## src/rtl/synapse_accumulator.sv

```systemverilog
// Synapse accumulator: scans one spike vector per timestep, one synapse per cycle,
// summing signed weights of firing inputs into a saturated unsigned input current.
module synapse_accumulator #(
  parameter int N_INPUTS = 16,
  parameter int ADDR_W   = 4,
  parameter int WEIGHT_W = 16,
  parameter int CUR_W    = 16
) (
  input  logic                clk,
  input  logic                reset,
  input  logic [N_INPUTS-1:0] spike_vec,
  input  logic                in_valid,
  output logic                in_ready,
  input  logic                wr_en,
  input  logic [ADDR_W-1:0]   wr_addr,
  input  logic [WEIGHT_W-1:0] wr_data,
  output logic [CUR_W-1:0]    input_current,
  output logic                out_valid,
  output logic                busy,
  output logic [1:0]          state_dbg
);

  // Handshake: a spike vector transfers on the rising edge where in_valid and
  // in_ready are both high; in_valid while in_ready is low is ignored, so the
  // source holds spike_vec and in_valid until that edge.

  localparam int ACC_W = WEIGHT_W + ADDR_W + 1;

  localparam logic [1:0] IDLE  = 2'd0;
  localparam logic [1:0] ACCUM = 2'd1;
  localparam logic [1:0] DONE  = 2'd2;

  localparam logic [ADDR_W-1:0] LAST_IDX = ADDR_W'(N_INPUTS - 1);

  logic [1:0]                state;
  logic [1:0]                state_next;
  logic [N_INPUTS-1:0]       spikes;
  logic [ADDR_W-1:0]         idx;
  logic signed [ACC_W-1:0]   acc;
  logic [WEIGHT_W-1:0]       weights [N_INPUTS];
  logic [WEIGHT_W-1:0]       scan_weight;
  logic signed [ACC_W-1:0]   scan_term;
  logic [CUR_W-1:0]          sat_current;

  assign in_ready  = (state == IDLE);
  assign busy      = (state != IDLE);
  assign state_dbg = state;

  // The scan reads the registered weight, so a write landing on the same edge
  // as its index is scanned only affects later passes.
  assign scan_weight = weights[idx];
  assign scan_term   = {{(ACC_W-WEIGHT_W){scan_weight[WEIGHT_W-1]}}, scan_weight};

  always_ff @(posedge clk or negedge reset) begin
    if (!reset) begin
      for (int i = 0; i < N_INPUTS; i++) begin
        weights[i] <= '0;
      end
    end else if (wr_en) begin
      weights[wr_addr] <= wr_data;
    end
  end

  always_comb begin
    state_next = state;
    case (state)
      IDLE:    if (in_valid) state_next = ACCUM;
      ACCUM:   if (idx == LAST_IDX) state_next = DONE;
      DONE:    state_next = IDLE;
      default: state_next = IDLE;
    endcase
  end

  // Negative sums clamp to zero; anything above the current range pins at full scale.
  always_comb begin
    sat_current = acc[CUR_W-1:0];
    if (acc[ACC_W-1]) begin
      sat_current = '0;
    end else if (|acc[ACC_W-2:CUR_W]) begin
      sat_current = '1;
    end
  end

  always_ff @(posedge clk or negedge reset) begin
    if (!reset) begin
      state         <= IDLE;
      spikes        <= '0;
      idx           <= '0;
      acc           <= '0;
      input_current <= '0;
      out_valid     <= 1'b0;
    end else begin
      state     <= state_next;
      out_valid <= 1'b0;
      case (state)
        IDLE: begin
          if (in_valid) begin
            spikes <= spike_vec;
            acc    <= '0;
            idx    <= '0;
          end
        end
        ACCUM: begin
          if (spikes[idx]) begin
            acc <= acc + scan_term;
          end
          idx <= idx + 1'b1;
        end
        DONE: begin
          input_current <= sat_current;
          out_valid     <= 1'b1;
        end
        default: begin
          idx <= '0;
        end
      endcase
    end
  end

endmodule

```

## config.mk

```make
export PLATFORM = sky130hd
export DESIGN_NAME = synapse_accumulator
export DESIGN_NICKNAME = d
export VERILOG_FILES = /design/src/rtl/synapse_accumulator.sv
export SDC_FILE = /design/constraint.sdc
export NUM_CORES = 1
export LEC_CHECK = 0
export ABC_AREA = 1
export CAP_MARGIN = 0
export CORE_UTILIZATION = 50
export DETAILED_ROUTE_END_ITERATION = 16
export PLACE_DENSITY = 0.7
export SLEW_MARGIN = 20
export SYNTH_ARGS = -nofsm -noshare
export SYNTH_HDL_FRONTEND = slang
export SYNTH_SLANG_ARGS = --single-unit
```

## constraint.sdc

```tcl
create_clock -name clk -period 4.15 [get_ports clk]
set_clock_uncertainty 0.05 [all_clocks]
set_input_delay 1.245 -clock clk [delete_from_list [all_inputs] [get_ports clk]]
set_output_delay 1.245 -clock clk [all_outputs]
set_load 0.02 [all_outputs]
```

==> results.txt, run 1 <==
----------------------------------------------------
[Synth]
  Most frequent cell after synthesis ... sky130_fd_sc_hd__nand2_1
  Area fraction of the dominant cell type after synthesis ... 0.524
  Share of synthesized area occupied by flip-flops and latches ... 0.524
  Cell types occupying the most area after synthesis ... sky130_fd_sc_hd__dfrtp_1, sky130_fd_sc_hd__o21ai_0, sky130_fd_sc_hd__nand2_1, sky130_fd_sc_hd__nor2_1, sky130_fd_sc_hd__nand3_1
  Cell taking the most area after synthesis ... sky130_fd_sc_hd__dfrtp_1
  Most frequent cells after synthesis ... sky130_fd_sc_hd__nand2_1, sky130_fd_sc_hd__o21ai_0, sky130_fd_sc_hd__dfrtp_1
  Number of flops mapped to enable cells by yosys ... 0
  Proportion of synthesized flip-flops having asynchronous set or reset ... 1.00
  Synthesized instance count ... 1839
  Net Count, Synth ... 1901
  Flops & latches, synth ... 316
  Syn_area_per_cell ... 8.20 um^2
  Most used flip-flop cell after synthesis ... sky130_fd_sc_hd__dfrtp_1
  Number of distinct standard cells referenced by the synthesized netlist ... 39
  Warnings, synthesis ... 0
  Syn Std Cell Area ... 0.0151 mm^2

[STA]
  Highest clock rate ... 0.295 GHz
  Final sum of negative setup slack ... 0 ns
  Unrepaired setup endpoints after global routing ... no
  Slew margin rel. ... 0.528
  Total setup violations reported at the end of the flow ... 0
  Final Max Tran Viols ... 0
  Slew @ Worst Pin ... 0.707 ns
  Crit path time final ... 3.39 ns
  Final period utilization ... 0.817
  Final hold viol count ... 0

[Placed design]
  DP Wirelength ... 24700 um
  Port Buffer Count ... 60
  DP Cell Count ... 2191
  Placer's final routability congestion estimate ... 0.932

[Power]
  Overall power ... 13.6 mW
  Total power divided by cell area ... 796 mW/mm^2
  Worst IR drop on VDD ... 0.491 mV
  Leakage power figure ... 8.02 nW

[Critical path]
  Buffers & Inverters on Critical Path ... 4
  Crit path arrival time ... 3.74 ns
  Crit-path leading delay family ... simple AND/OR/NAND/NOR gates
  Type of element capturing the critical path ... flip-flop
  Type of the worst setup path ... reg2reg
  Critical path launch point type ... flip-flop
  Maximum single-stage delay on the critical path ... 0.49 ns
  Largest driver fanout on the critical path ... 41
  Cells traversed along the worst timing path ... clkinv_2 -> buf_12 -> buf_4 -> o21ai_0 -> o221ai_1 -> o211ai_1 -> nand2_1 -> ha_1 -> inv_1 -> fa_1 -> nand3b_1 -> nand2_1 -> nand2_1 -> nand2_1 -> nand2_1 -> nand2_1 -> nand2_1 -> nand2_1 -> nand2_1 -> nand3_1 -> nand2_1
  CP most frequent cell ... sky130_fd_sc_hd__nand2_1
  CP max-delay cell ... sky130_fd_sc_hd__dfrtp_4
  Critical path data required time ... 4.50 ns

[Finish]
  Final cell count without fillers ... 2250
  Inserted Diodes ... 0
  Area grow syn2layout ... 13.3%
  # nets final ... 1901
  Utilization after layout ... 0.577
  Layout cell share with drive strength beyond 1 ... 0.0548

[Run]
  Reported max-cap violation count ... 0

[Drt]
  WL final ... 42000 um
  Number of vias in the routed layout ... 12900
  Total DRC errors in the routed layout ... 0
  Remaining antenna violation count after routing ... 0
  Routed vias/inst ... 5.74
  DR pass1 iterations ... 6
  Average wire length per cell after detail routing ... 18.7 um
  Number of violations reported at the end of detailed-routing iteration 0 ... 1491

[Global route]
  Antenna violations before repair ... 0
  Number of global-route vias before repair ... 12400
  Total Routing Usage GR ... 0.282
  Overflow left after global routing ... 0
  Largest net degree at the start of global routing ... 145
  First-pass GRT wire length ... 68200 um

[Clock tree]
  Clock sink count ... 316
  H-tree lvl count ... 2
  Post-CTS Setup Repair Bufs ... 0
  # resized after CTS ... 0
  Clock latency on the worst-skew pair ... 0.52 ns
  Hold_buf cts ... 0
  Root Driver ... sky130_fd_sc_hd__clkbuf_16
  Post-CTS clock slew at the launch and capture registers of the worst setup and hold paths ... 0.06 ns
  Buffer levels on the longest clock path ... 3
  Clock tree from TritonCTS ... done
  Number of buffers added by the clock tree synthesis step ... 36

[Die]
  Die Height ... 176 um
  Ports placed on the boundary ... 61
  Core Region ... 0.0296 mm^2
  Cell row count ... 63
  Starting utilization of the core area ... 0.509
  Width of the chip ... 176 um
  Area of the die ... 0.0309 mm^2

[Outcome]
  Run status ... completed

[Worst hold path]
  Hold/Removal Path Class ... reg2reg

----------------------------------------------------
-- stage by stage --
stage                     instance area [um^2]  setup slack (ns)  hold slack [ns]
after global routing                     17100             0.413            0.445
after detailed placement                 16000             0.793            0.418
after global placement                   16000             0.899            0.411
final                                    17100             0.759            0.429
after floorplan                          15100              1.20            0.398
after CTS                                17100             0.774            0.432
-- power breakdown --
| group | internal (mW) | switching [mW] | leakage (nW) |
|---|---|---|---|
| logic | 2.13 | 4.09 | 3.47 |
| registers | 3.85 | 0.465 | 4.00 |
| clock network | 1.82 | 1.25 | 0.556 |
-- worst paths after layout --
| path | from | depth (start not counted) | end | slack [ns] |
|---|---|---|---|---|
| hold reg to reg | weights[219] | 2 | weights[219] | 0.43 |
| setup / recovery | idx[0] | 21 | acc[18] | 0.76 |
| min in group asynchronous | reset | 1 | spikes[7] | 0.56 |
| setup reg to reg | idx[0] | 21 | acc[18] | 0.76 |
| hold / removal | weights[219] | 2 | weights[219] | 0.43 |
| max in group asynchronous | reset | 2 | idx[0] | 2.56 |
-- metal layers --
layer / GRT usage / vias to the layer above / share of wire
met5: 0 / - / 0
met4: 0.0830 / 0 / 0.024
met3: 0.0346 / 72 / 0.066
met2: 0.455 / 456 / 0.46
met1: 0.400 / 6195 / 0.45
li1: - / 6192 / -
-- worst min-delay path, stage by stage (launching register included) --
cell                      delay, ns
sky130_fd_sc_hd__dfrtp_1       0.34
sky130_fd_sc_hd__nand2_1       0.05
sky130_fd_sc_hd__o21ai_0       0.05
-- state kept, by name, indices dropped and copies added (netlist names) --
name,flops
input_current,16
state_dbg,2
spikes,16
idx,4
out_valid,1
acc,21
weights,256
-- cell families (layout without fill, tap and decap cells) --
group | after synthesis | in the layout | share of synthesized area
xor+xnor | 2 | 2 | 0.00116
simple gates | 727 | 727 | 0.193
buf+inv | 216 | 237 | 0.0586
flops | 316 | 316 | 0.524
compound gates | 550 | 550 | 0.200
mux | 6 | 6 | 0.00448
fa+ha+maj | 22 | 22 | 0.0187
-- placed cells by master (no fill, tap or decap), types with 3 or more instances in the layout --
| cell type | count |
|---|---|
| sky130_fd_sc_hd__nand3b_1 | 6 |
| sky130_fd_sc_hd__o22ai_1 | 15 |
| sky130_fd_sc_hd__clkbuf_16 | 37 |
| sky130_fd_sc_hd__nand4_1 | 4 |
| sky130_fd_sc_hd__nor2_1 | 188 |
| sky130_fd_sc_hd__nand2_1 | 433 |
| sky130_fd_sc_hd__clkinv_2 | 4 |
| sky130_fd_sc_hd__a21oi_1 | 33 |
| sky130_fd_sc_hd__buf_12 | 6 |
| sky130_fd_sc_hd__inv_1 | 78 |
| sky130_fd_sc_hd__buf_4 | 30 |
| sky130_fd_sc_hd__clkbuf_8 | 7 |
| sky130_fd_sc_hd__ha_1 | 21 |
| sky130_fd_sc_hd__o21ai_1 | 16 |
| sky130_fd_sc_hd__o211ai_1 | 20 |
| sky130_fd_sc_hd__clkbuf_1 | 8 |
| sky130_fd_sc_hd__clkdlybuf4s50_1 | 59 |
| sky130_fd_sc_hd__dfrtp_1 | 313 |
| sky130_fd_sc_hd__o221ai_1 | 45 |
| sky130_fd_sc_hd__nand3_1 | 85 |
| sky130_fd_sc_hd__o21bai_1 | 3 |
| sky130_fd_sc_hd__mux2_1 | 6 |
| sky130_fd_sc_hd__o21ai_0 | 412 |
-- area by class of cell --
type	count	area (um^2)
Sequential cell	316	7910
Clock buffer	52	1050
Fill cell	2705	12500
Tap cell	390	488
Multi-Input combinational cell	1307	6290
Clock inverter	7	81.3
Inverter	82	312
Timing Repair Buffer	96	951
Note: power is estimated with default switching activity, not from simulation.
==> run 2: changes to the inputs <==
--- a/config.mk
+++ b/config.mk
@@ -9,7 +9,7 @@
 export CAP_MARGIN = 0
 export CORE_UTILIZATION = 50
 export DETAILED_ROUTE_END_ITERATION = 16
-export PLACE_DENSITY = 0.7
+export PLACE_DENSITY = 0.72
 export SLEW_MARGIN = 20
 export SYNTH_ARGS = -nofsm -noshare
 export SYNTH_HDL_FRONTEND = slang
==> constraint.sdc (replaced) <==
create_clock -name clk -period 2.9 [get_ports clk]
set_clock_uncertainty 0.05 [all_clocks]
set_input_delay 0.87 -clock clk [delete_from_list [all_inputs] [get_ports clk]]
set_output_delay 0.87 -clock clk [all_outputs]
set_load 0.02 [all_outputs]
==> run 2 against run 1 <==
The flow now finishes with violations (setup timing). Sequential power up 46%. Routed wire length up 9.8%. Core utilization up 5.7 points. Non-clock buffer count up 85. Global-route usage up 1.3 points. Clock power up 50%. Via count up 6.9%. First-iteration DRC count down 3.2%. Sequential share of layout area down 4.2 points. Combinational power up 110%. Die area unchanged. Register-to-register slack worse by 0.85 ns. Critical path type unchanged.
==> results.txt, run 2 (synthesis gave the netlist of run 1 again) <==
----------------------------------------------------
[Finish]
  Register ranked first by flip-flop count ... weights
  Most frequent cells in the layout ... sky130_fd_sc_hd__nand2_1, sky130_fd_sc_hd__o21ai_0, sky130_fd_sc_hd__dfrtp_1, sky130_fd_sc_hd__nor2_1, sky130_fd_sc_hd__buf_4
  # nets final ... 1984 (+4.4%)
  Flip-flop count of the largest register after layout ... 256 (unchanged)
  Total area of multi-input combinational cells ... 0.00691 mm^2 (+9.8%)
  Storage element area ... 0.00792 mm^2 (about the same)
  Inserted Diodes ... 0 (unchanged)
  Layout cell share with drive strength beyond 1 ... 0.157 (+0.102)
  Area grow syn2layout ... 24.6%
  Biggest regs ... weights (256), acc (21)
  Number of fillers in the final layout ... 2434 (-10%)
  Most frequent standard cell in the layout excluding fill and tap cells ... sky130_fd_sc_hd__nand2_1
  Final cell count without fillers ... 2336 (+3.8%)
  Layout Cell Area excl Fill ... 0.0188 mm^2 (+10%)

[Clock tree]
  Clock sink count ... 316 (unchanged)
  H-tree lvl count ... 2 (unchanged)
  Number of buffers added by the clock tree synthesis step ... 34 (-5.6%)
  Clock tree from TritonCTS ... done
  Clock latency on the worst-skew pair ... 0.52 ns (about the same)
  Buffer levels on the longest clock path ... 3 (unchanged)
  Root Driver ... sky130_fd_sc_hd__clkbuf_16
  Hold_buf cts ... 0 (unchanged)
  Post-CTS clock slew at the launch and capture registers of the worst setup and hold paths ... 0.06 ns (about the same)

[Placed design]
  Port Buffer Count ... 60 (unchanged)
  Placer's final routability congestion estimate ... 0.942 (+1.1%)
  Area post-placement ... 0.0165 mm^2 (+3.7%)
  DP Cell Count ... 2252 (+2.8%)
  DP Wirelength ... 26100 um (+5.7%)

[STA]
  Slew margin rel. ... 0.552 (+0.0232)
  Slew @ Worst Pin ... 0.673 ns (-0.0340 ns)
  Post-layout worst setup margin ... -0.0873 ns (-0.846 ns)
  Final Max Tran Viols ... 0 (unchanged)
  Total setup violations reported at the end of the flow ... 8 (+8)
  Final period utilization ... 1.03 (+0.213)
  Highest clock rate ... 0.335 GHz (+14%)
  Crit path time final ... 2.99 ns (-0.404 ns)
  Final hold viol count ... 0 (unchanged)
  Unrepaired setup endpoints after global routing ... yes

[Outcome]
  Violated checks ... setup timing
  Run status ... complete, but fails checks

[Global route]
  Number of global-route vias before repair ... 13200 (+6.4%)
  Antenna violations before repair ... 0 (unchanged)
  Largest net degree at the start of global routing ... 72 (-50%)
  First-pass GRT wire length ... 71400 um (+4.7%)
  Total Routing Usage GR ... 0.295 (+0.0131)
  Overflow left after global routing ... 0 (unchanged)

[Critical path]
  Largest driver fanout on the critical path ... 8 (-80%)
  Reg2reg start ... idx[0]
  Crit path arrival time ... 3.39 ns (-0.35 ns)
  Type of element capturing the critical path ... flip-flop
  Reg-to-reg endpoint ... acc[14]
  Critical path launch point type ... flip-flop
  Type of the worst setup path ... reg2reg
  Number of cells on the worst reg-to-reg path ... 18 (-14%)
  Critical path data required time ... 3.30 ns (-1.20 ns)
  Slack of the worst reg-to-reg path ... -0.09 ns (-0.85 ns)

[Run]
  Reported max-cap violation count ... 0 (unchanged)

[Power]
  Worst IR drop on VDD ... 0.668 mV (+36%)
  Total net switching power ... 10.0 mW (+73%)
  Part of the total power dissipated in sequential elements ... 0.261 (-0.056)
  Switching part of the total power ... 0.416 (-0.0105)
  Part of the power in combinational logic ... 0.547 (+0.090)
  Leakage power figure ... 8.68 nW (+8.3%)
  Internal power ... 14.1 mW (+80%)
  Total power divided by cell area ... 1280 mW/mm^2 (+61%)
  Clk pwr share ... 0.192 (-0.033)

[Drt]
  Routed vias/inst ... 5.91 (+3.0%)
  WL final ... 46100 um (+9.8%)
  Number of violations reported at the end of detailed-routing iteration 0 ... 1444 (-3.2%)
  Remaining antenna violation count after routing ... 0 (unchanged)
  DR pass1 iterations ... 5 (-1)
  Total DRC errors in the routed layout ... 0 (unchanged)
  Number of vias in the routed layout ... 13800 (+6.9%)
  Average wire length per cell after detail routing ... 19.7 um (+5.8%)

[Die]
  Core Region ... 0.0296 mm^2 (unchanged)
  Width of the chip ... 176 um (unchanged)
  Starting utilization of the core area ... 0.509 (unchanged)
  Cell row count ... 63 (unchanged)
  Ports placed on the boundary ... 61 (unchanged)
  Area of the die ... 0.0309 mm^2 (unchanged)
  Die Height ... 176 um (unchanged)

[Worst hold path]
  Hold/Removal Path Class ... in2async

----------------------------------------------------
run 2: cell types whose count changed in the layout (fill, tap and decap cells not counted), moves of 15 or more:
cell	before	now
sky130_fd_sc_hd__ha_4	0	15
sky130_fd_sc_hd__o21ai_1	16	51
sky130_fd_sc_hd__buf_4	30	85
sky130_fd_sc_hd__ha_1	21	4
sky130_fd_sc_hd__nor2_1	188	171
sky130_fd_sc_hd__nand2_2	1	34
sky130_fd_sc_hd__o21ai_0	412	369
sky130_fd_sc_hd__nand2_1	433	396
run 2: power groups by stage:
stage                     clock (mW)  sequential, mW  combinational [mW]
after floorplan                    0            6.06                6.51
after CTS                       4.67            6.22                10.9
after global placement             0            6.20                9.88
final                           4.62            6.29                13.2
after global routing            4.82            6.40                14.4
after detailed placement           0            6.25                10.1
run 2: timing repair:
| item | CTS | global route |
|---|---|---|
| setup endpoints to repair | 13 | 20 |
| pin swaps | 6 | 63 |
| gates cloned | 3 | 8 |
| gates resized for setup | 35 | 163 |
| setup buffers | 1 | 12 |
run 2: area by class of cell:
class                           count  area share
Clock buffer                       48      0.0529
Clock inverter                     12      0.0103
Inverter                           82      0.0172
Multi-Input combinational cell   1307       0.368
Sequential cell                   316       0.421
Tap cell                          390      0.0260
Timing Repair Buffer              181       0.105
run 2: per-layer routing:
layer / wire, um / track usage / vias to the layer above
li1: - / - / 6354
met1: 19300 / 0.403 / 6646
met2: 21300 / 0.471 / 657
met3: 3430 / 0.0400 / 148
met4: 2090 / 0.132 / 0
met5: 0 / 0 / -
run 2: metrics by stage:
stage | setup TNS [ns] | hold WS, ns | utilization | total power, mW | setup WS [ns]
5_1_grt | -2.52 | 0.354 | 0.634 | 25.6 | -0.255
2_1_floorplan | 0 | 0.398 | - | 12.6 | 0.00334
6_report | -0.295 | 0.325 | 0.634 | 24.1 | -0.0873
3_3_place_gp | -0.173 | 0.410 | 0.558 | 16.1 | -0.0579
3_5_place_dp | -0.491 | 0.418 | 0.558 | 16.3 | -0.104
4_1_cts | -0.0235 | 0.318 | 0.608 | 21.8 | -0.0235
run 2: worst max-delay path by stage:
stage | end | startpoint | slack (ns)
after floorplan | acc[18] | idx[1] | 0.003
after global routing | acc[19] | idx[0] | -0.25
after CTS | acc[18] | idx[0] | -0.02
after detailed placement | acc[17] | idx[0] | -0.10
after global placement | acc[15] | idx[0] | -0.06
final | acc[14] | idx[0] | -0.09
run 2: critical path, cell delays in order (launching register included):
cell	delay [ns]
sky130_fd_sc_hd__dfrtp_4	0.52
sky130_fd_sc_hd__clkinv_8	0.16
sky130_fd_sc_hd__buf_8	0.16
sky130_fd_sc_hd__clkbuf_16	0.16
sky130_fd_sc_hd__nor2_1	0.09
sky130_fd_sc_hd__o22ai_1	0.09
sky130_fd_sc_hd__o211ai_1	0.26
sky130_fd_sc_hd__nand2_4	0.15
sky130_fd_sc_hd__ha_4	0.28
sky130_fd_sc_hd__nand2_1	0.09
sky130_fd_sc_hd__nand2_2	0.07
sky130_fd_sc_hd__buf_4	0.14
sky130_fd_sc_hd__nor2_4	0.14
sky130_fd_sc_hd__inv_1	0.05
sky130_fd_sc_hd__a21oi_1	0.17
sky130_fd_sc_hd__nand2_2	0.09
sky130_fd_sc_hd__nand2_1	0.07
sky130_fd_sc_hd__nand2_1	0.05
sky130_fd_sc_hd__o21ai_1	0.13
==> run 3: changes to the inputs <==
--- a/config.mk
+++ b/config.mk
@@ -9,7 +9,7 @@
 export CAP_MARGIN = 0
 export CORE_UTILIZATION = 50
 export DETAILED_ROUTE_END_ITERATION = 16
-export PLACE_DENSITY = 0.72
+export PLACE_DENSITY = 0.7
 export SLEW_MARGIN = 20
 export SYNTH_ARGS = -nofsm -noshare
 export SYNTH_HDL_FRONTEND = slang
==> constraint.sdc (replaced) <==
create_clock -name clk -period 3.25 [get_ports clk]
set_clock_uncertainty 0.05 [all_clocks]
set_input_delay 0.975 -clock clk [delete_from_list [all_inputs] [get_ports clk]]
set_output_delay 0.975 -clock clk [all_outputs]
set_load 0.02 [all_outputs]
==> run 3 against run 2 <==
The run now ends clean. Worst hold slack improved by 0.0088 ns. Design area shrank 6.9%. Worst setup slack improved by 0.21 ns. Sequential power fell by 12%. Via count decreased by 4.0%. Die area unchanged. Clock power decreased by 12%. First-iteration DRC count fell by 4.0%. Core utilization decreased by 4.4 points. Highest routed layer unchanged.
==> results.txt, run 3 (synthesis gave the netlist of run 1 again) <==
----------------------------------------------------
[Outcome]
  Run status ... completed

[Critical path]
  CP most frequent cell ... sky130_fd_sc_hd__nand2_1
  Cells traversed along the worst timing path ... buf_4 -> clkbuf_16 -> o21ai_0 -> o22ai_1 -> o211ai_1 -> nand2_1 -> ha_1 -> nand2_1 -> nor2_1 -> nand2_1 -> nand3_1 -> nand2_1 -> nand2_1 -> nor2_1 -> nor2_1 -> nand3_1 -> nand2_1
  Crit-path leading delay family ... simple AND/OR/NAND/NOR gates
  Maximum single-stage delay on the critical path ... 0.51 ns (about the same)
  Type of element capturing the critical path ... flip-flop
  Buffers & Inverters on Critical Path ... 2 (-3)
  Critical path launch point type ... flip-flop
  Largest driver fanout on the critical path ... 20 (+12)
  CP max-delay cell ... sky130_fd_sc_hd__dfrtp_4
  Type of the worst setup path ... reg2reg
  Critical path data required time ... 3.66 ns (+0.36 ns)
  Crit path arrival time ... 3.53 ns (+0.14 ns)

[Finish]
  Biggest regs ... weights (256), acc (21)
  Most frequent cells in the layout ... sky130_fd_sc_hd__nand2_1, sky130_fd_sc_hd__o21ai_0, sky130_fd_sc_hd__dfrtp_1, sky130_fd_sc_hd__nor2_1, sky130_fd_sc_hd__nand3_1
  Final cell count without fillers ... 2281 (-2.4%)
  Area grow syn2layout ... 16.0%
  Flip-flop count of the largest register after layout ... 256 (unchanged)
  Layout cell share with drive strength beyond 1 ... 0.0735 (-0.0837)
  Most frequent standard cell in the layout excluding fill and tap cells ... sky130_fd_sc_hd__nand2_1
  # nets final ... 1927 (-2.9%)
  Inserted Diodes ... 0 (unchanged)
  Register ranked first by flip-flop count ... weights

[Drt]
  WL final ... 43600 um (-5.5%)
  Number of vias in the routed layout ... 13200 (-4.0%)
  Routed vias/inst ... 5.81 (-1.7%)
  Remaining antenna violation count after routing ... 0 (unchanged)
  Total DRC errors in the routed layout ... 0 (unchanged)
  Average wire length per cell after detail routing ... 19.1 um (-3.2%)
  Met3 Wirelength ... 2900 um (-15%)
  DR pass1 iterations ... 6 (+1)
  Number of violations reported at the end of detailed-routing iteration 0 ... 1386 (-4.0%)
  Top sig layer ... met4
  Routed length on met1 ... 19000 um (-1.5%)
  Detailed route wirelength on metal2 ... 20600 um (-3.6%)

[Global route]
  Antenna violations before repair ... 0 (unchanged)
  Number of global-route vias before repair ... 12700 (-3.9%)
  Largest net degree at the start of global routing ... 76 (+5.6%)
  Overflow left after global routing ... 0 (unchanged)
  First-pass GRT wire length ... 69300 um (-2.9%)
  Total Routing Usage GR ... 0.287 (-0.00844)

[Placed design]
  Placer's final routability congestion estimate ... 0.983 (+4.4%)
  Post-placement setup slack ... 0.168 ns (+0.272 ns)
  DP Wirelength ... 26400 um (+1.3%)
  DP Cell Count ... 2214 (-1.7%)
  Port Buffer Count ... 60 (unchanged)

[Clock tree]
  Buffer levels on the longest clock path ... 3 (unchanged)
  Root Driver ... sky130_fd_sc_hd__clkbuf_16
  Clock sink count ... 316 (unchanged)
  Clock latency on the worst-skew pair ... 0.53 ns (about the same)
  Hold_buf cts ... 0 (unchanged)
  Clock tree from TritonCTS ... done
  Number of buffers added by the clock tree synthesis step ... 35 (+2.9%)
  Post-CTS clock slew at the launch and capture registers of the worst setup and hold paths ... 0.06 ns (about the same)
  H-tree lvl count ... 2 (unchanged)

[STA]
  Final Max Tran Viols ... 0 (unchanged)
  Slew margin rel. ... 0.640 (+0.0885)
  Post-layout worst setup margin ... 0.128 ns (+0.215 ns)
  Final hold viol count ... 0 (unchanged)
  Crit path time final ... 3.12 ns (+0.135 ns)
  Slew @ Worst Pin ... 0.540 ns (-0.133 ns)
  Final sum of negative setup slack ... 0 ns (+0.295 ns)
  Final period utilization ... 0.961 (-0.0694)
  Total setup violations reported at the end of the flow ... 0 (-8)
  Unrepaired setup endpoints after global routing ... no
  Highest clock rate ... 0.320 GHz (-4.3%)

[Die]
  Core Region ... 0.0296 mm^2 (unchanged)
  Starting utilization of the core area ... 0.509 (unchanged)
  Ports placed on the boundary ... 61 (unchanged)
  Area of the die ... 0.0309 mm^2 (unchanged)
  Cell row count ... 63 (unchanged)
  Die Height ... 176 um (unchanged)
  Width of the chip ... 176 um (unchanged)

[Power]
  Worst IR drop on VDD ... 0.567 mV (-15%)
  Leakage power figure ... 8.23 nW (-5.3%)
  Total power divided by cell area ... 1040 mW/mm^2 (-19%)

[Run]
  Reported max-cap violation count ... 0 (unchanged)

[Worst hold path]
  Hold/Removal Path Class ... in2async

----------------------------------------------------
[run 3: repair_timing]
item,in CTS,in global routing
gates resized for setup,0,9
endpoints found under the setup margin,0,7
setup buffers,0,1
[run 3: path summary, 6_finish.rpt]
check,startpoint,to,slack [ns],depth (start not counted)
hold reg to reg,weights[227],weights[227],0.43,2
max in group asynchronous,reset,weights[98],2.05,2
setup / recovery,idx[0],acc[12],0.13,17
setup reg to reg,idx[0],acc[12],0.13,17
min in group clk,weights[227],weights[227],0.43,2
hold / removal,reset,weights[177],0.33,1
[run 3: routing by layer]
metal | up-vias | track usage
met5 | - | 0
met4 | 0 | 0.0931
met3 | 92 | 0.0368
met2 | 521 | 0.473
met1 | 6389 | 0.392
li1 | 6247 | -
[run 3: through the flow]
| step | util | hold WS [ns] | power, mW | area, um^2 |
|---|---|---|---|---|
| finish | 0.590 | 0.334 | 18.1 | 17500 |
| global route | 0.590 | 0.355 | 19.4 | 17500 |
| CTS | 0.586 | 0.333 | 17.8 | 17400 |
| detailed placement | 0.546 | 0.418 | 13.7 | 16200 |
| global placement | 0.546 | 0.410 | 13.6 | 16200 |
| floorplan | - | 0.398 | 11.2 | 15100 |
[run 3: area by class of cell]
cell class / count / area [um^2]
Sequential cell: 316 / 7910
Inverter: 82 / 313
Clock buffer: 54 / 1080
Clock inverter: 9 / 113
Multi-Input combinational cell: 1307 / 6310
Fill cell: 2684 / 12100
Timing Repair Buffer: 123 / 1280
Tap cell: 390 / 488
[run 3: power breakdown]
part	internal (mW)	total, mW	switching (mW)
clock	2.45	4.07	1.62
combinational	3.14	8.49	5.35
sequential	4.92	5.56	0.641
total	10.5	18.1	7.62
